**config.mk**
```make
export PLATFORM = sky130hd
export DESIGN_NAME = joy_debounce_autofire
export DESIGN_NICKNAME = d
export VERILOG_FILES = /design/src/rtl/joy_debounce_autofire_pkg.sv /design/src/rtl/joy_debounce_bit.sv /design/src/rtl/joy_debounce_autofire.sv
export VERILOG_INCLUDE_DIRS = /design/src /design/src/rtl
export SDC_FILE = /design/constraint.sdc
export NUM_CORES = 1
export LEC_CHECK = 0
export ABC_AREA = 1
export BUFFER_PORTS_ARGS = -buffer_cell sky130_fd_sc_hd__buf_2
export CAP_MARGIN = 5
export CORE_UTILIZATION = 54
export CTS_BUF_LIST = sky130_fd_sc_hd__clkbuf_8
export DETAILED_ROUTE_END_ITERATION = 6
export GPL_TIMING_DRIVEN = 1
export PLACE_DENSITY = 0.71
export SYNTH_ARGS = -nofsm -noshare
export SYNTH_HDL_FRONTEND = slang
export SYNTH_HIERARCHICAL = 1
export SYNTH_SLANG_ARGS = --single-unit
```
**constraint.sdc**
```tcl
create_clock -name clk -period 2.9 [get_ports clk]
set_clock_uncertainty 0.15 [all_clocks]
set_input_delay 0.145 -clock clk [delete_from_list [all_inputs] [get_ports clk]]
set_output_delay 0.145 -clock clk [all_outputs]
set_load 0.02 [all_outputs]
```
**src/rtl/joy_defines.vh**
```
// Bit positions of the joystick lines within each 6-bit port word.
`ifndef JOY_DEFINES_VH
`define JOY_DEFINES_VH
`define JOY_RIGHT 0
`define JOY_LEFT  1
`define JOY_DOWN  2
`define JOY_UP    3
`define JOY_FIRE  4
`define JOY_FIRE2 5
`endif

```
**src/rtl/joy_debounce_autofire_pkg.sv**
```systemverilog
// Shared types and constants for the joystick conditioning block.
package joy_debounce_autofire_pkg;
`include "joy_defines.vh"

    localparam int JOY_RIGHT = `JOY_RIGHT;
    localparam int JOY_LEFT  = `JOY_LEFT;
    localparam int JOY_DOWN  = `JOY_DOWN;
    localparam int JOY_UP    = `JOY_UP;
    localparam int JOY_FIRE  = `JOY_FIRE;
    localparam int JOY_FIRE2 = `JOY_FIRE2;

    // Bits that pass straight from the debouncer; fire is owned by the autofire FSM.
    localparam logic [5:0] FIRE_BIT  = 6'(1 << JOY_FIRE);
    localparam logic [5:0] PASS_MASK = 6'((1 << JOY_RIGHT) | (1 << JOY_LEFT) | (1 << JOY_DOWN)
                                          | (1 << JOY_UP) | (1 << JOY_FIRE2));

    typedef enum logic [1:0] {
        AF_IDLE     = 2'd0,
        AF_FIRE_ON  = 2'd1,
        AF_FIRE_OFF = 2'd2
    } af_state_t;

    function automatic int cnt_width(input int n);
        return (n <= 1) ? 1 : $clog2(n);
    endfunction
endpackage

```
**src/rtl/joy_debounce_bit.sv**
```systemverilog
// One joystick line: two-flop synchroniser followed by a tick-counted debouncer.
module joy_debounce_bit
    import joy_debounce_autofire_pkg::*;
#(
    parameter int DEBOUNCE_TICKS = 5
) (
    input  logic clk,
    input  logic rst,
    input  logic tick,
    input  logic raw,
    output logic s
);
    localparam int CW = cnt_width(DEBOUNCE_TICKS + 1);

    logic          sync1_reg;
    logic          sync2_reg;
    logic          s_reg;
    logic [CW-1:0] cnt_reg;

    always_ff @(posedge clk or posedge rst) begin
        if (rst) begin
            sync1_reg <= 1'b1;
            sync2_reg <= 1'b1;
            s_reg     <= 1'b1;
            cnt_reg   <= '0;
        end else begin
            sync1_reg <= raw;
            sync2_reg <= sync1_reg;
            // Any return to the accepted level discards the partial count.
            if (sync2_reg == s_reg) begin
                cnt_reg <= '0;
            end else if (tick) begin
                if (cnt_reg == CW'(DEBOUNCE_TICKS - 1)) begin
                    s_reg   <= sync2_reg;
                    cnt_reg <= '0;
                end else begin
                    cnt_reg <= cnt_reg + CW'(1);
                end
            end
        end
    end

    assign s = s_reg;
endmodule

```
**src/rtl/joy_debounce_autofire.sv**
```systemverilog
// Debounces both joystick ports, adds optional autofire on fire, and flags output changes.
module joy_debounce_autofire
    import joy_debounce_autofire_pkg::*;
#(
    parameter int TICK_DIV            = 28375,
    parameter int DEBOUNCE_TICKS      = 5,
    parameter int AUTOFIRE_HALF_TICKS = 50
) (
    input  logic       clk,
    input  logic       rst,
    input  logic [5:0] joya_in,
    input  logic [5:0] joyb_in,
    input  logic [1:0] autofire_en,
    output logic [5:0] joya_out,
    output logic [5:0] joyb_out,
    output logic       changed
);
    localparam int PW = cnt_width(TICK_DIV);
    localparam int HW = cnt_width(AUTOFIRE_HALF_TICKS);

    logic [PW-1:0] pcnt_reg;
    logic          tick;
    logic [11:0]   raw;
    logic [11:0]   s;
    logic [11:0]   out_next;
    logic [11:0]   out_reg;
    logic          changed_reg;

    assign tick = (pcnt_reg == PW'(TICK_DIV - 1));

    always_ff @(posedge clk or posedge rst) begin
        if (rst) begin
            pcnt_reg <= '0;
        end else if (tick) begin
            pcnt_reg <= '0;
        end else begin
            pcnt_reg <= pcnt_reg + PW'(1);
        end
    end

    assign raw = {joyb_in, joya_in};

    genvar gi;
    generate
        for (gi = 0; gi < 12; gi++) begin : g_bit
            joy_debounce_bit #(
                .DEBOUNCE_TICKS(DEBOUNCE_TICKS)
            ) u_bit (
                .clk (clk),
                .rst (rst),
                .tick(tick),
                .raw (raw[gi]),
                .s   (s[gi])
            );
        end

        for (gi = 0; gi < 2; gi++) begin : g_port
            af_state_t     state_reg;
            af_state_t     state_next;
            logic [HW-1:0] half_reg;
            logic [HW-1:0] half_next;
            logic          s_fire;
            logic          fire_level;
            logic          expire;

            assign s_fire = s[gi*6 + JOY_FIRE];
            assign expire = tick && (half_reg == HW'(AUTOFIRE_HALF_TICKS - 1));

            always_ff @(posedge clk or posedge rst) begin
                if (rst) begin
                    state_reg <= AF_IDLE;
                    half_reg  <= '0;
                end else begin
                    state_reg <= state_next;
                    half_reg  <= half_next;
                end
            end

            always_comb begin
                state_next = state_reg;
                half_next  = half_reg;
                fire_level = s_fire;
                case (state_reg)
                    AF_IDLE: begin
                        if (autofire_en[gi] && !s_fire) begin
                            state_next = AF_FIRE_ON;
                            half_next  = '0;
                        end
                    end
                    AF_FIRE_ON, AF_FIRE_OFF: begin
                        fire_level = (state_reg == AF_FIRE_OFF);
                        // Leaving autofire wins over a half-period expiry in the same cycle.
                        if (s_fire || !autofire_en[gi]) begin
                            state_next = AF_IDLE;
                            half_next  = '0;
                        end else if (expire) begin
                            state_next = (state_reg == AF_FIRE_ON) ? AF_FIRE_OFF : AF_FIRE_ON;
                            half_next  = '0;
                        end else if (tick) begin
                            half_next = half_reg + HW'(1);
                        end
                    end
                    default: begin
                        state_next = AF_IDLE;
                        half_next  = '0;
                    end
                endcase
            end

            assign out_next[gi*6 +: 6] = (s[gi*6 +: 6] & PASS_MASK) | (fire_level ? FIRE_BIT : 6'h00);
        end
    endgenerate

    always_ff @(posedge clk or posedge rst) begin
        if (rst) begin
            out_reg     <= 12'hFFF;
            changed_reg <= 1'b0;
        end else begin
            out_reg     <= out_next;
            changed_reg <= (out_next != out_reg);
        end
    end

    assign joya_out = out_reg[5:0];
    assign joyb_out = out_reg[11:6];
    assign changed  = changed_reg;
endmodule

```
==> results of run 1 <==
metrics by stage:
step	area [um^2]	hold slack (ns)	utilization, %	instances	worst slack (ns)
2_1_floorplan	6200	-0.216	-	774	0.816
3_3_place_gp	6520	0.0878	59.1	943	0.933
3_5_place_dp	6520	0.0945	59.1	943	0.841
4_1_cts	7000	0.173	63.5	989	0.827
5_1_grt	7000	0.180	63.5	989	0.572
6_report	7000	0.194	63.5	989	0.819
critical path, delay by kind of cell, from the launching register on:
| kind | cells | cell delay, ns |
|---|---|---|
| AND/OR/NAND/NOR | 6 | 0.61 |
| adder cells (fa/ha/maj) | 1 | 0.16 |
| buffers and inverters | 4 | 0.69 |
| flip-flops | 1 | 0.40 |
kinds of logic (layout without fill, tap and decap cells):
kind of cell | after synthesis | after routing | share of synthesized area, %
flip-flops | 116 | 116 | 47.8
AND/OR/NAND/NOR | 404 | 404 | 28.4
buffers and inverters | 142 | 217 | 8.76
adder cells (fa/ha/maj) | 38 | 38 | 7.67
AO/OA/AOI/OAI | 56 | 56 | 4.81
XOR/XNOR | 18 | 18 | 2.54
layout by cell type, fill, tap and decap left out, drive strengths merged, types with 14 or more instances in the layout:
| master | Yosys | routed |
|---|---|---|
| a21oi | 20 | 20 |
| buf | 2 | 31 |
| clkbuf | 0 | 18 |
| dfrtp | 68 | 68 |
| dfstp | 48 | 48 |
| dlygate4sd3 | 0 | 15 |
| ha | 38 | 38 |
| inv | 139 | 145 |
| nand2 | 246 | 246 |
| nand3 | 81 | 81 |
| nor2 | 59 | 59 |
| o21ai | 30 | 30 |
| xor2 | 14 | 14 |
area by class of cell:
cell class | instances | area, um^2 | area share [%]
sequential | 116 | 2960 | 42.3
clock inverter | 13 | 83.8 | 1.20
multi-input combinational | 516 | 2690 | 38.4
timing repair buffer | 46 | 313 | 4.47
tap | 140 | 175 | 2.50
clock buffer | 18 | 248 | 3.54
inverter | 140 | 527 | 7.53
synth_stat cells:
cell type and n:
sky130_fd_sc_hd__nand2_1 229, sky130_fd_sc_hd__inv_1 111, sky130_fd_sc_hd__nand3_1 81, sky130_fd_sc_hd__dfrtp_1 68
sky130_fd_sc_hd__dfstp_2 48, sky130_fd_sc_hd__nor2_1 41, sky130_fd_sc_hd__ha_1 38, sky130_fd_sc_hd__inv_2 28
sky130_fd_sc_hd__a21oi_1 20, sky130_fd_sc_hd__o21ai_0 19, sky130_fd_sc_hd__nand2_2 17, sky130_fd_sc_hd__nor2_2 16
sky130_fd_sc_hd__xor2_1 14, sky130_fd_sc_hd__o21ai_1 11, sky130_fd_sc_hd__nand4_1 7, sky130_fd_sc_hd__nor3_1 7
sky130_fd_sc_hd__xnor2_1 4, sky130_fd_sc_hd__nor2_4 2, sky130_fd_sc_hd__a2bb2oi_1 1, sky130_fd_sc_hd__a31o_2 1
sky130_fd_sc_hd__a31oi_1 1, sky130_fd_sc_hd__buf_2 1, sky130_fd_sc_hd__buf_6 1, sky130_fd_sc_hd__clkinv_2 1
sky130_fd_sc_hd__nand3b_1 1, sky130_fd_sc_hd__nor3b_2 1, sky130_fd_sc_hd__nor4_1 1, sky130_fd_sc_hd__o2111ai_1 1
sky130_fd_sc_hd__o21a_1 1, sky130_fd_sc_hd__o21bai_1 1, sky130_fd_sc_hd__or2_2 1
metal layers:
layer	part of all wire, %	vias up
met3	3.7	6
met4	0.64	0
met5	0	-
met1	44	2282
li1	-	2535
met2	51	80
power by group through the flow:
stage	sequential (uW)	clock, uW	combinational [uW]
6_report	1800	1270	621
2_1_floorplan	1820	0	479
3_5_place_dp	1820	0	605
5_1_grt	1810	1370	720
4_1_cts	1800	1300	627
3_3_place_gp	1820	0	579
path summary, 6_finish.rpt:
check,depth (start not counted),to,startpoint
setup / recovery,11,g_bit[6].u_bit/cnt_reg[2],pcnt_reg[0]
hold / removal,3,g_bit[8].u_bit/cnt_reg[1],rst
setup reg to reg,11,g_bit[6].u_bit/cnt_reg[2],pcnt_reg[0]
hold reg to reg,0,g_bit[11].u_bit/sync2_reg,g_bit[11].u_bit/sync1_reg
max in group asynchronous,4,out_reg[1],rst
min in group clk,0,g_bit[11].u_bit/sync2_reg,g_bit[11].u_bit/sync1_reg
repair_timing:
action,4_1_cts,5_1_grt
hold buffers,15,0
endpoints found under the setup margin,0,0
endpoints found under the hold margin,115,0
resized for setup,0,0
==> report_table.html, run 1 <==
<table>
<tr><th>Metric</th><th>Value</th></tr>
<tr><th colspan="2">Synth</th></tr>
<tr><td>Mapped Cells</td><td>roughly 770</td></tr>
<tr><td>Synth unique cells</td><td>31</td></tr>
<tr><td>Share of Yosys cell area claimed by the top area cell type</td><td>27.5%</td></tr>
<tr><td>Syn Std Cell Area</td><td>6200 um^2</td></tr>
<tr><td>Cell type contributing the most total cell area after synthesis</td><td>sky130_fd_sc_hd__dfrtp_1</td></tr>
<tr><td>Flip-flop and latch count after synthesis</td><td>116</td></tr>
<tr><td>Post-synthesis average cell area</td><td>roughly 8.0 um^2</td></tr>
<tr><td>Fraction of the yosys area taken by sequential cells</td><td>47.8%</td></tr>
<tr><td>Number of warnings reported in the yosys synthesis log</td><td>6</td></tr>
<tr><td>Mapped Nets</td><td>828</td></tr>
<tr><td>Area contributors post-synth</td><td>sky130_fd_sc_hd__dfrtp_1, sky130_fd_sc_hd__dfstp_2, sky130_fd_sc_hd__nand2_1</td></tr>
<tr><th colspan="2">Place</th></tr>
<tr><td>Routability congestion estimate</td><td>0.877</td></tr>
<tr><td>Quantity of I/O buffers inserted on ports</td><td>28</td></tr>
<tr><td>HPWL after DPL</td><td>8610 um</td></tr>
<tr><th colspan="2">Pwr</th></tr>
<tr><td>Clock share of power</td><td>34.4%</td></tr>
<tr><td>Net switching fraction of the power</td><td>29.5%</td></tr>
<tr><td>Sequential fraction of design power</td><td>48.8%</td></tr>
<tr><td>Max rail drop VDD</td><td>around 0.00044 V</td></tr>
<tr><td>Part of the total power dissipated in combinational logic</td><td>16.9%</td></tr>
<tr><td>Design internal power</td><td>2600 uW</td></tr>
<tr><td>Power per unit of standard cell area</td><td>around 530 nW/um^2</td></tr>
<tr><td>Post-layout total power</td><td>3680 uW</td></tr>
<tr><td>Leakage power of the design</td><td>0.00370 uW</td></tr>
<tr><td>Net switching power</td><td>1090 uW</td></tr>
<tr><th colspan="2">Setup path</th></tr>
<tr><td>Critical Path Max Stage Delay</td><td>0.40 ns</td></tr>
<tr><td>WP data required</td><td>3.12 ns</td></tr>
<tr><td>Slowest stage cell on the critical path</td><td>sky130_fd_sc_hd__dfrtp_1</td></tr>
<tr><td>Type of origin of the critical path</td><td>flip-flop</td></tr>
<tr><td>Critical path cell sequence</td><td>inv_1 &gt; ha_1 &gt; nand4_1 &gt; nor2_1 &gt; nand2_1 &gt; inv_1 &gt; buf_4 &gt; inv_1 &gt; nor2_2 &gt; nand2_1 &gt; nand2_1</td></tr>
<tr><td>Startpoint-to-endpoint class of the critical path</td><td>reg2reg</td></tr>
<tr><td>Worst-path maximum fanout</td><td>37</td></tr>
<tr><td>Worst path arrival time</td><td>2.30 ns</td></tr>
<tr><td>Crit end category</td><td>flip-flop</td></tr>
<tr><td>R2r setup slk</td><td>a little over 0.8 ns</td></tr>
<tr><th colspan="2">GRT</th></tr>
<tr><td>Met2 usage</td><td>approximately 38%</td></tr>
<tr><td>Most used routing layer in global routing</td><td>met2</td></tr>
<tr><td>M3 GR Usage</td><td>just over 6%</td></tr>
<tr><td>Largest net degree at the start of global routing</td><td>38</td></tr>
<tr><td>Number of antenna violations at the first check in global routing</td><td>0</td></tr>
<tr><td>Via count of the first global-routing pass</td><td>between 4000 and 5000</td></tr>
<tr><td>Residual overflow from global routing</td><td>0</td></tr>
<tr><td>Met1 capacity usage during global routing</td><td>about 25%</td></tr>
<tr><td>Global router's overall resource usage</td><td>21.9%</td></tr>
<tr><td>Global-route wire length before repair</td><td>20100 um</td></tr>
<tr><th colspan="2">Floorplanning</th></tr>
<tr><td>Top-level I/O count</td><td>29</td></tr>
<tr><td>Core box area</td><td>11000 um^2</td></tr>
<tr><td>Die Area</td><td>11900 um^2</td></tr>
<tr><td>Num rows</td><td>38</td></tr>
<tr><td>Chip height</td><td>109 um</td></tr>
<tr><td>Starting density of the core</td><td>a little under three fifths</td></tr>
<tr><td>Horizontal extent of the die</td><td>approximately 110 um</td></tr>
<tr><th colspan="2">Route</th></tr>
<tr><td>DRC marker count from the first detailed-route iteration</td><td>241</td></tr>
<tr><td>Final wirelength</td><td>around 12000 um</td></tr>
<tr><td>Routed wire per std cell</td><td>11.8 um</td></tr>
<tr><td>Total number of vias</td><td>a little under 5000</td></tr>
<tr><td>Number of vias per cell after detailed routing</td><td>4.96</td></tr>
<tr><td>Count of TritonRoute iterations in the first routing pass</td><td>5</td></tr>
<tr><td>Antenna Violating Nets Remaining</td><td>0</td></tr>
<tr><td>Number of design rule violations left after detail routing</td><td>0</td></tr>
<tr><th colspan="2">STA</th></tr>
<tr><td>Count of pins over their slew limit</td><td>0</td></tr>
<tr><td>Accumulated negative setup slack</td><td>0 ns</td></tr>
<tr><td>Minimum clock period after layout</td><td>2.08 ns</td></tr>
<tr><td>Transition time of the tightest slew-check pin</td><td>0.996 ns</td></tr>
<tr><td>Relative max-transition margin</td><td>33.2%</td></tr>
<tr><td>Final Hold Viols</td><td>0</td></tr>
<tr><td>Final Cycle Share</td><td>a little under three quarters</td></tr>
<tr><td>FMAX</td><td>slightly below 0.5 GHz</td></tr>
<tr><td>Unrepaired setup endpoints after global routing</td><td>false</td></tr>
<tr><td>Total setup violations reported at the end of the flow</td><td>0</td></tr>
<tr><th colspan="2">Clocking</th></tr>
<tr><td>Clock Sinks</td><td>116</td></tr>
<tr><td>CTS HTree Levels</td><td>4</td></tr>
<tr><td>Worst-Skew Late Latency</td><td>0.42 ns</td></tr>
<tr><td>Clk buf depth</td><td>2</td></tr>
<tr><td>Clock Tree Root</td><td>sky130_fd_sc_hd__clkbuf_8</td></tr>
<tr><td>Clock-pin slew on the worst setup and hold paths</td><td>0.06 ns</td></tr>
<tr><td>Number of clock buffers inserted by TritonCTS</td><td>17</td></tr>
<tr><td>TritonCTS clock tree</td><td>built</td></tr>
<tr><td>Post-CTS Repair Setup Buffers</td><td>0</td></tr>
<tr><th colspan="2">Finish</th></tr>
<tr><td>Max reg flops</td><td>36</td></tr>
<tr><td>Final net count</td><td>891</td></tr>
<tr><td>Share of layout cells above drive strength 1</td><td>20.0%</td></tr>
<tr><td>Ant. Diodes</td><td>0</td></tr>
<tr><td>Area growth from synthesis to layout</td><td>13.0%</td></tr>
<tr><td>Filler cell count</td><td>941</td></tr>
<tr><th colspan="2">Run</th></tr>
<tr><td>Number of max-cap violations</td><td>0</td></tr>
<tr><th colspan="2">Outcome</th></tr>
<tr><td>Result of the run</td><td>complete, no violations</td></tr>
<tr><th colspan="2">Hold path</th></tr>
<tr><td>Class of the tightest hold or removal check</td><td>in2async</td></tr>
</table>
No activity file was read; power rests on OpenSTA's default activity.
==> run 2: changes to the inputs <==
--- a/config.mk
+++ b/config.mk
@@ -13,7 +13,7 @@
 export CTS_BUF_LIST = sky130_fd_sc_hd__clkbuf_8
 export DETAILED_ROUTE_END_ITERATION = 6
 export GPL_TIMING_DRIVEN = 1
-export PLACE_DENSITY = 0.71
+export PLACE_DENSITY = 0.74
 export SYNTH_ARGS = -nofsm -noshare
 export SYNTH_HDL_FRONTEND = slang
 export SYNTH_HIERARCHICAL = 1
==> constraint.sdc (replaced) <==
create_clock -name clk -period 1.9 [get_ports clk]
set_clock_uncertainty 0.15 [all_clocks]
set_input_delay 0.095 -clock clk [delete_from_list [all_inputs] [get_ports clk]]
set_output_delay 0.095 -clock clk [all_outputs]
set_load 0.02 [all_outputs]
==> run 2 against run 1 <==
  * Sequential share of layout area down 0.77 points
  * Clock-buffer cell count up 4
  * Final area up 1.9%
  * Wire length down 0.11%
  * Register-to-register slack worse by 0.75 ns
  * Largest power group unchanged
  * Global-route usage up 0.23 points
  * Worst hold slack worse by 0.066 ns
  * First-iteration DRC count up 25%
  * Critical path depth unchanged
  * Sequential power up 53%
==> report_table.html, run 2 (synthesis results as in run 1) <==
<table>
<tr><th>Metric</th><th>Value</th></tr>
<tr><th colspan="2">Setup path</th></tr>
<tr><td>Slowest stage cell on the critical path</td><td>sky130_fd_sc_hd__dfrtp_1</td></tr>
<tr><td>Critical path cell sequence</td><td>inv_1 &gt; ha_2 &gt; nand4_1 &gt; nor2_1 &gt; nand2_1 &gt; clkinvlp_4 &gt; buf_12 &gt; inv_1 &gt; nor2_2 &gt; nand2_1 &gt; nand2_1</td></tr>
<tr><td>R2r setup slk</td><td>0.07 ns</td></tr>
<tr><td>Critical Path Max Stage Delay</td><td>0.39 ns</td></tr>
<tr><td>Type of origin of the critical path</td><td>flip-flop</td></tr>
<tr><td>Worst reg-to-reg path cell count</td><td>11</td></tr>
<tr><td>Worst setup path startpoint</td><td>pcnt_reg[0]</td></tr>
<tr><td>Startpoint-to-endpoint class of the critical path</td><td>reg2reg</td></tr>
<tr><td>WP data required</td><td>roughly 2.1 ns</td></tr>
<tr><td>Kind of cell adding the most delay to the critical path</td><td>simple AND/OR/NAND/NOR gates</td></tr>
<tr><td>Crit Reg-Reg Endpoint</td><td>g_bit[7].u_bit/cnt_reg[2]</td></tr>
<tr><td>Most frequent cell on the critical path</td><td>sky130_fd_sc_hd__nand2_1</td></tr>
<tr><td>CP bufs+invs</td><td>4</td></tr>
<tr><td>Crit end category</td><td>flip-flop</td></tr>
<tr><td>Worst-path maximum fanout</td><td>17</td></tr>
<tr><td>Origin of the critical flop-to-flop path</td><td>pcnt_reg[0]</td></tr>
<tr><td>Worst path arrival time</td><td>2.05 ns</td></tr>
<tr><th colspan="2">Finish</th></tr>
<tr><td>Share of layout cells above drive strength 1</td><td>22.2%</td></tr>
<tr><td>Final net count</td><td>897</td></tr>
<tr><td>Area occupied by registers</td><td>2960 um^2</td></tr>
<tr><td>Max reg flops</td><td>36</td></tr>
<tr><td>Area of the multi-input gates</td><td>2710 um^2</td></tr>
<tr><td>Ant. Diodes</td><td>0</td></tr>
<tr><td>Most frequent cells in the layout</td><td>sky130_fd_sc_hd__nand2_1, sky130_fd_sc_hd__inv_1, sky130_fd_sc_hd__nand3_1, sky130_fd_sc_hd__dfrtp_1, sky130_fd_sc_hd__dfstp_2</td></tr>
<tr><td>Leading cell type in the layout, fill and taps excluded</td><td>sky130_fd_sc_hd__nand2_1</td></tr>
<tr><td>Area growth from synthesis to layout</td><td>15.1%</td></tr>
<tr><td>Filler cell count</td><td>944</td></tr>
<tr><th colspan="2">Clocking</th></tr>
<tr><td>Clk buf depth</td><td>2</td></tr>
<tr><td>Number of clock buffers inserted by TritonCTS</td><td>17</td></tr>
<tr><td>Clock Tree Root</td><td>sky130_fd_sc_hd__clkbuf_8</td></tr>
<tr><td>TritonCTS clock tree</td><td>built</td></tr>
<tr><td>CTS HTree Levels</td><td>4</td></tr>
<tr><td>Clock Sinks</td><td>116</td></tr>
<tr><td>Post-CTS Repair Setup Buffers</td><td>0</td></tr>
<tr><td>Clock-pin slew on the worst setup and hold paths</td><td>around 0.07 ns</td></tr>
<tr><td>Worst-Skew Late Latency</td><td>0.43 ns</td></tr>
<tr><th colspan="2">Run</th></tr>
<tr><td>Number of max-cap violations</td><td>0</td></tr>
<tr><th colspan="2">Place</th></tr>
<tr><td>Quantity of I/O buffers inserted on ports</td><td>28</td></tr>
<tr><td>Worst setup timing slack at the placement stage</td><td>0.0746 ns</td></tr>
<tr><td>HPWL after DPL</td><td>8600 um</td></tr>
<tr><td>Routability congestion estimate</td><td>0.804</td></tr>
<tr><th colspan="2">Route</th></tr>
<tr><td>Number of design rule violations left after detail routing</td><td>0</td></tr>
<tr><td>Routed wire per std cell</td><td>11.7 um</td></tr>
<tr><td>DRC marker count from the first detailed-route iteration</td><td>~300</td></tr>
<tr><td>Final wirelength</td><td>between 10000 and 15000 um</td></tr>
<tr><td>Total number of vias</td><td>5017</td></tr>
<tr><td>Antenna Violating Nets Remaining</td><td>0</td></tr>
<tr><td>Count of TritonRoute iterations in the first routing pass</td><td>5</td></tr>
<tr><td>Number of vias per cell after detailed routing</td><td>5.04</td></tr>
<tr><th colspan="2">Floorplanning</th></tr>
<tr><td>Top-level I/O count</td><td>29</td></tr>
<tr><td>Num rows</td><td>38</td></tr>
<tr><td>Horizontal extent of the die</td><td>109 um</td></tr>
<tr><td>Die Area</td><td>11900 um^2</td></tr>
<tr><td>Core box area</td><td>11000 um^2</td></tr>
<tr><td>Starting density of the core</td><td>56.2%</td></tr>
<tr><td>Chip height</td><td>109 um</td></tr>
<tr><th colspan="2">STA</th></tr>
<tr><td>Unrepaired setup endpoints after global routing</td><td>true</td></tr>
<tr><td>Transition time of the tightest slew-check pin</td><td>between 0.5 and 0.6 ns</td></tr>
<tr><td>Final Cycle Share</td><td>96.5%</td></tr>
<tr><td>Final Hold Viols</td><td>0</td></tr>
<tr><td>Fin worst setup slack</td><td>0.0662 ns</td></tr>
<tr><td>Hold slack</td><td>0.128 ns</td></tr>
<tr><td>Minimum clock period after layout</td><td>1.83 ns</td></tr>
<tr><td>Count of pins over their slew limit</td><td>0</td></tr>
<tr><td>Relative max-transition margin</td><td>about three fifths</td></tr>
<tr><td>FMAX</td><td>0.545 GHz</td></tr>
<tr><td>Total setup violations reported at the end of the flow</td><td>0</td></tr>
<tr><th colspan="2">GRT</th></tr>
<tr><td>Via count of the first global-routing pass</td><td>a little under 5000</td></tr>
<tr><td>Number of antenna violations at the first check in global routing</td><td>0</td></tr>
<tr><td>Residual overflow from global routing</td><td>0</td></tr>
<tr><td>Largest net degree at the start of global routing</td><td>45</td></tr>
<tr><td>Global router's overall resource usage</td><td>between 20% and 30%</td></tr>
<tr><td>Global-route wire length before repair</td><td>a little over 20000 um</td></tr>
<tr><th colspan="2">Outcome</th></tr>
<tr><td>Result of the run</td><td>complete, no violations</td></tr>
<tr><th colspan="2">Pwr</th></tr>
<tr><td>Power per unit of standard cell area</td><td>821 nW/um^2</td></tr>
<tr><td>Leakage power of the design</td><td>approximately 0.0037 uW</td></tr>
<tr><td>Max rail drop VDD</td><td>0.000617 V</td></tr>
<tr><th colspan="2">Hold path</th></tr>
<tr><td>Class of the tightest hold or removal check</td><td>in2async</td></tr>
</table>
## run 2: cell count changes in the layout (fill, tap and decap cells not counted), sizes merged
cell    delta
clkbuf     +4
buf        +6
inv        -4
## run 2: worst max-delay path by stage
stage | end | slack [ns] | cells after the start
2_1_floorplan | g_bit[0].u_bit/cnt_reg[0] | -0.006 | 10
3_3_place_gp | changed | 0.15 | 6
3_5_place_dp | g_port[0].half_reg[1] | 0.07 | 9
4_1_cts | changed | 0.06 | 6
5_1_grt | g_bit[6].u_bit/cnt_reg[0] | -0.08 | 11
6_report | g_bit[7].u_bit/cnt_reg[2] | 0.07 | 11
## run 2: area by class of cell
class,instances,share of cell area [%]
clock buffer,22,4.25
clock inverter,9,0.913
inverter,140,7.44
multi-input combinational,516,38.0
sequential,116,41.6
tap,140,2.46
timing repair buffer,52,5.37
## run 2: what timing repair did
item                                    CTS  global route
hold buffers                             15             0
hold endpoints to repair                125             0
endpoints found under the setup margin    0            36
gates resized for setup                   0            19
## run 2: stage by stage
stage	util, %	total power (uW)	TNS, ns	area, um^2	instances
2_1_floorplan	-	3500	-0.148	6200	774
3_3_place_gp	59.8	3700	0	6590	949
3_5_place_dp	59.8	3740	0	6590	949
4_1_cts	64.5	5890	0	7110	995
5_1_grt	64.6	6200	-0.703	7130	995
6_report	64.6	5850	0	7130	995
## run 2: report_power, final
part	switching, uW	internal (uW)
Sequential	127	2620
Clock	927	1170
Combinational	635	370
## run 2: worst min-delay path, stage by stage
cell and delay (ns):
sky130_fd_sc_hd__dlygate4sd3_1 0.53, sky130_fd_sc_hd__buf_2 0.22, sky130_fd_sc_hd__inv_1 0.24
## run 2: routing by layer
| layer | vias up | track usage, % | routed length, um |
|---|---|---|---|
| li1 | 2534 | - | - |
| met3 | 18 | 5.38 | 450 |
| met4 | 0 | 11.2 | 231 |
| met1 | 2370 | 26.9 | 5340 |
| met5 | - | 0 | 0 |
| met2 | 95 | 36.4 | 5600 |
==> run 3: changes to the inputs <==
--- a/config.mk
+++ b/config.mk
@@ -9,10 +9,12 @@
 export ABC_AREA = 1
 export BUFFER_PORTS_ARGS = -buffer_cell sky130_fd_sc_hd__buf_2
 export CAP_MARGIN = 5
+export CORE_MARGIN = 1.5
 export CORE_UTILIZATION = 54
 export CTS_BUF_LIST = sky130_fd_sc_hd__clkbuf_8
 export DETAILED_ROUTE_END_ITERATION = 6
 export GPL_TIMING_DRIVEN = 1
+export MAX_ROUTING_LAYER = met4
 export PLACE_DENSITY = 0.74
 export SYNTH_ARGS = -nofsm -noshare
 export SYNTH_HDL_FRONTEND = slang
==> run 3 against run 2 <==
  * Non-clock buffer count up 3
  * Worst hold slack better by 0.017 ns
  * Die area up 1.8%
  * Clock-buffer cell count down 4
  * Final area up 1.1%
  * Core utilization up 0.69 points
  * Clock power down 4%
  * Wire length up 2.7%
  * Via count down 1.0%
  * Largest cell class unchanged
  * Highest routed layer unchanged
==> report_table.html, run 3 (synthesis results as in run 1) <==
<table>
<tr><th>Metric</th><th>Value</th></tr>
<tr><th colspan="2">Setup path</th></tr>
<tr><td>Origin of the critical flop-to-flop path</td><td>pcnt_reg[0]</td></tr>
<tr><td>Worst setup path startpoint</td><td>pcnt_reg[0]</td></tr>
<tr><td>Startpoint-to-endpoint class of the critical path</td><td>reg2reg</td></tr>
<tr><td>Critical Path Max Stage Delay</td><td>about 0.38 ns</td></tr>
<tr><td>R2r setup slk</td><td>0.06 ns</td></tr>
<tr><td>Worst reg-to-reg path cell count</td><td>11</td></tr>
<tr><td>Worst-path maximum fanout</td><td>11</td></tr>
<tr><td>WP data required</td><td>2.12 ns</td></tr>
<tr><td>Type of origin of the critical path</td><td>flip-flop</td></tr>
<tr><td>Worst path arrival time</td><td>2.06 ns</td></tr>
<tr><td>Slowest stage cell on the critical path</td><td>sky130_fd_sc_hd__dfrtp_1</td></tr>
<tr><td>Crit Reg-Reg Endpoint</td><td>g_bit[7].u_bit/cnt_reg[0]</td></tr>
<tr><td>Crit end category</td><td>flip-flop</td></tr>
<tr><td>Critical path cell sequence</td><td>inv_1 &gt; ha_1 &gt; nand4_1 &gt; nor2_2 &gt; nand2_2 &gt; clkinvlp_4 &gt; buf_12 &gt; inv_1 &gt; nor2_2 &gt; nand2_1 &gt; nand2_1</td></tr>
<tr><th colspan="2">Finish</th></tr>
<tr><td>Final cell utilization of the core</td><td>65.3%</td></tr>
<tr><td>Filler cell count</td><td>877</td></tr>
<tr><td>Leading cell type in the layout, fill and taps excluded</td><td>sky130_fd_sc_hd__nand2_1</td></tr>
<tr><td>Final net count</td><td>900</td></tr>
<tr><td>Ant. Diodes</td><td>0</td></tr>
<tr><td>Area growth from synthesis to layout</td><td>16.3%</td></tr>
<tr><td>Max reg flops</td><td>36</td></tr>
<tr><td>Non-Filler Instances</td><td>999</td></tr>
<tr><td>Share of layout cells above drive strength 1</td><td>22.7%</td></tr>
<tr><td>Most frequent cells in the layout</td><td>sky130_fd_sc_hd__nand2_1, sky130_fd_sc_hd__inv_1, sky130_fd_sc_hd__nand3_1, sky130_fd_sc_hd__dfrtp_1, sky130_fd_sc_hd__dfstp_2</td></tr>
<tr><th colspan="2">Pwr</th></tr>
<tr><td>Max rail drop VDD</td><td>0.000870 V</td></tr>
<tr><td>Leakage power of the design</td><td>0.00375 uW</td></tr>
<tr><td>Part of the total power dissipated in combinational logic</td><td>18.5%</td></tr>
<tr><td>Power per unit of standard cell area</td><td>roughly 810 nW/um^2</td></tr>
<tr><td>Net switching fraction of the power</td><td>30.5%</td></tr>
<tr><td>Clock share of power</td><td>34.5%</td></tr>
<tr><td>Design internal power</td><td>4050 uW</td></tr>
<tr><td>Net switching power</td><td>approximately 1800 uW</td></tr>
<tr><td>Sequential fraction of design power</td><td>between 40% and 50%</td></tr>
<tr><th colspan="2">Clocking</th></tr>
<tr><td>CTS HTree Levels</td><td>4</td></tr>
<tr><td>Clock Tree Root</td><td>sky130_fd_sc_hd__clkbuf_8</td></tr>
<tr><td>TritonCTS clock tree</td><td>built</td></tr>
<tr><td>Number of clock buffers inserted by TritonCTS</td><td>17</td></tr>
<tr><td>Worst-Skew Late Latency</td><td>0.44 ns</td></tr>
<tr><td>Clock Sinks</td><td>116</td></tr>
<tr><td>Clk buf depth</td><td>2</td></tr>
<tr><td>Clock-pin slew on the worst setup and hold paths</td><td>~0.07 ns</td></tr>
<tr><th colspan="2">Floorplanning</th></tr>
<tr><td>Chip height</td><td>110 um</td></tr>
<tr><td>Num rows</td><td>38</td></tr>
<tr><td>Starting density of the core</td><td>56.2%</td></tr>
<tr><td>Core box area</td><td>between 10000 and 15000 um^2</td></tr>
<tr><td>Top-level I/O count</td><td>29</td></tr>
<tr><td>Horizontal extent of the die</td><td>110 um</td></tr>
<tr><td>Die Area</td><td>roughly 12000 um^2</td></tr>
<tr><th colspan="2">STA</th></tr>
<tr><td>Accumulated negative setup slack</td><td>0 ns</td></tr>
<tr><td>Final Cycle Share</td><td>96.8%</td></tr>
<tr><td>Unrepaired setup endpoints after global routing</td><td>true</td></tr>
<tr><td>FMAX</td><td>0.544 GHz</td></tr>
<tr><td>Total setup violations reported at the end of the flow</td><td>0</td></tr>
<tr><td>Transition time of the tightest slew-check pin</td><td>0.420 ns</td></tr>
<tr><td>Minimum clock period after layout</td><td>between 1.5 and 2 ns</td></tr>
<tr><td>Final Hold Viols</td><td>0</td></tr>
<tr><td>Relative max-transition margin</td><td>71.7%</td></tr>
<tr><td>Hold slack</td><td>0.145 ns</td></tr>
<tr><td>Fin worst setup slack</td><td>0.0612 ns</td></tr>
<tr><td>Count of pins over their slew limit</td><td>0</td></tr>
<tr><th colspan="2">Route</th></tr>
<tr><td>Antenna Violating Nets Remaining</td><td>0</td></tr>
<tr><td>Final wirelength</td><td>approximately 12000 um</td></tr>
<tr><td>Number of vias per cell after detailed routing</td><td>4.97</td></tr>
<tr><td>Number of design rule violations left after detail routing</td><td>0</td></tr>
<tr><td>Total number of vias</td><td>4965</td></tr>
<tr><td>DRC marker count from the first detailed-route iteration</td><td>roughly 400</td></tr>
<tr><td>Count of TritonRoute iterations in the first routing pass</td><td>5</td></tr>
<tr><td>Routed wire per std cell</td><td>11.9 um</td></tr>
<tr><th colspan="2">GRT</th></tr>
<tr><td>Residual overflow from global routing</td><td>0</td></tr>
<tr><td>Most used routing layer in global routing</td><td>met2</td></tr>
<tr><td>Met2 usage</td><td>about 36%</td></tr>
<tr><td>Largest net degree at the start of global routing</td><td>41</td></tr>
<tr><td>M3 GR Usage</td><td>7.17%</td></tr>
<tr><td>Global router's overall resource usage</td><td>approximately 22%</td></tr>
<tr><td>Via count of the first global-routing pass</td><td>approximately 4700</td></tr>
<tr><td>Global-route wire length before repair</td><td>20100 um</td></tr>
<tr><td>Met1 capacity usage during global routing</td><td>27.0%</td></tr>
<tr><td>Number of antenna violations at the first check in global routing</td><td>0</td></tr>
<tr><th colspan="2">Place</th></tr>
<tr><td>Worst setup timing slack at the placement stage</td><td>between 0.02 and 0.03 ns</td></tr>
<tr><td>Placed cell count</td><td>948</td></tr>
<tr><td>Quantity of I/O buffers inserted on ports</td><td>28</td></tr>
<tr><td>Routability congestion estimate</td><td>0.813</td></tr>
<tr><td>HPWL after DPL</td><td>8450 um</td></tr>
<tr><th colspan="2">Outcome</th></tr>
<tr><td>Result of the run</td><td>complete, no violations</td></tr>
<tr><th colspan="2">Run</th></tr>
<tr><td>Number of max-cap violations</td><td>0</td></tr>
<tr><th colspan="2">Hold path</th></tr>
<tr><td>Class of the tightest hold or removal check</td><td>in2async</td></tr>
</table>
run 3: changes by cell type in the layout (fill, tap and decap cells not counted), sizes merged:
cell	before	now
buf	37	39
clkbuf	22	19
clkinv	6	7
clkinvlp	1	4
inv	141	142
run 3: worst max-delay path by stage:
| stage | end | slack, ns | cells past startpoint |
|---|---|---|---|
| finish | g_bit[7].u_bit/cnt_reg[0] | 0.06 | 11 |
| global route | g_bit[10].u_bit/cnt_reg[0] | -0.06 | 11 |
| CTS | changed | 0.007 | 6 |
| detailed placement | changed | 0.03 | 6 |
| global placement | changed | 0.009 | 6 |
| floorplan | g_bit[0].u_bit/cnt_reg[0] | -0.006 | 10 |
run 3: what timing repair did:
| item | 4_1_cts | 5_1_grt |
|---|---|---|
| hold buffers | 15 | 0 |
| endpoints found under the hold margin | 129 | 0 |
| setup buffers | 0 | 3 |
| gates resized for setup | 0 | 31 |
| setup endpoints to repair | 0 | 52 |
run 3: power by group through the flow:
stage / combinational, uW / clock (uW) / sequential (uW)
floorplan: 732 / 0 / 2770
global placement: 942 / 0 / 2770
detailed placement: 985 / 0 / 2780
CTS: 1020 / 2060 / 2740
global route: 1240 / 2170 / 2760
finish: 1080 / 2010 / 2740
run 3: worst max-delay path: cells and delay by family (launching register included):
kind                     cells  cell delay [ns]
AND/OR/NAND/NOR              6             0.60
adder cells (fa/ha/maj)      1             0.15
flip-flops                   1             0.38
buffers and inverters        4             0.49
run 3: through the flow:
| step | cell area (um^2) | total power, uW |
|---|---|---|
| after CTS | 7090 | 5820 |
| after floorplan | 6200 | 3500 |
| after detailed placement | 6600 | 3770 |
| final | 7210 | 5840 |
| after global placement | 6600 | 3720 |
| after global routing | 7210 | 6170 |
run 3: per-layer routing:
metal  wire (um)  part of all wire [%]
met5           0                     0
met2        5790                    49
met4          97                  0.81
met3         463                   3.9
met1        5580                    47
run 3: cell type report:
type                       instances  area [um^2]  area share [%]
sequential                       116         2960            41.1
clock inverter                    14          100            1.39
timing repair buffer              55          435            6.04
tap                              140          175            2.43
clock buffer                      18          248            3.44
multi-input combinational        516         2750            38.2
inverter                         140          531            7.36
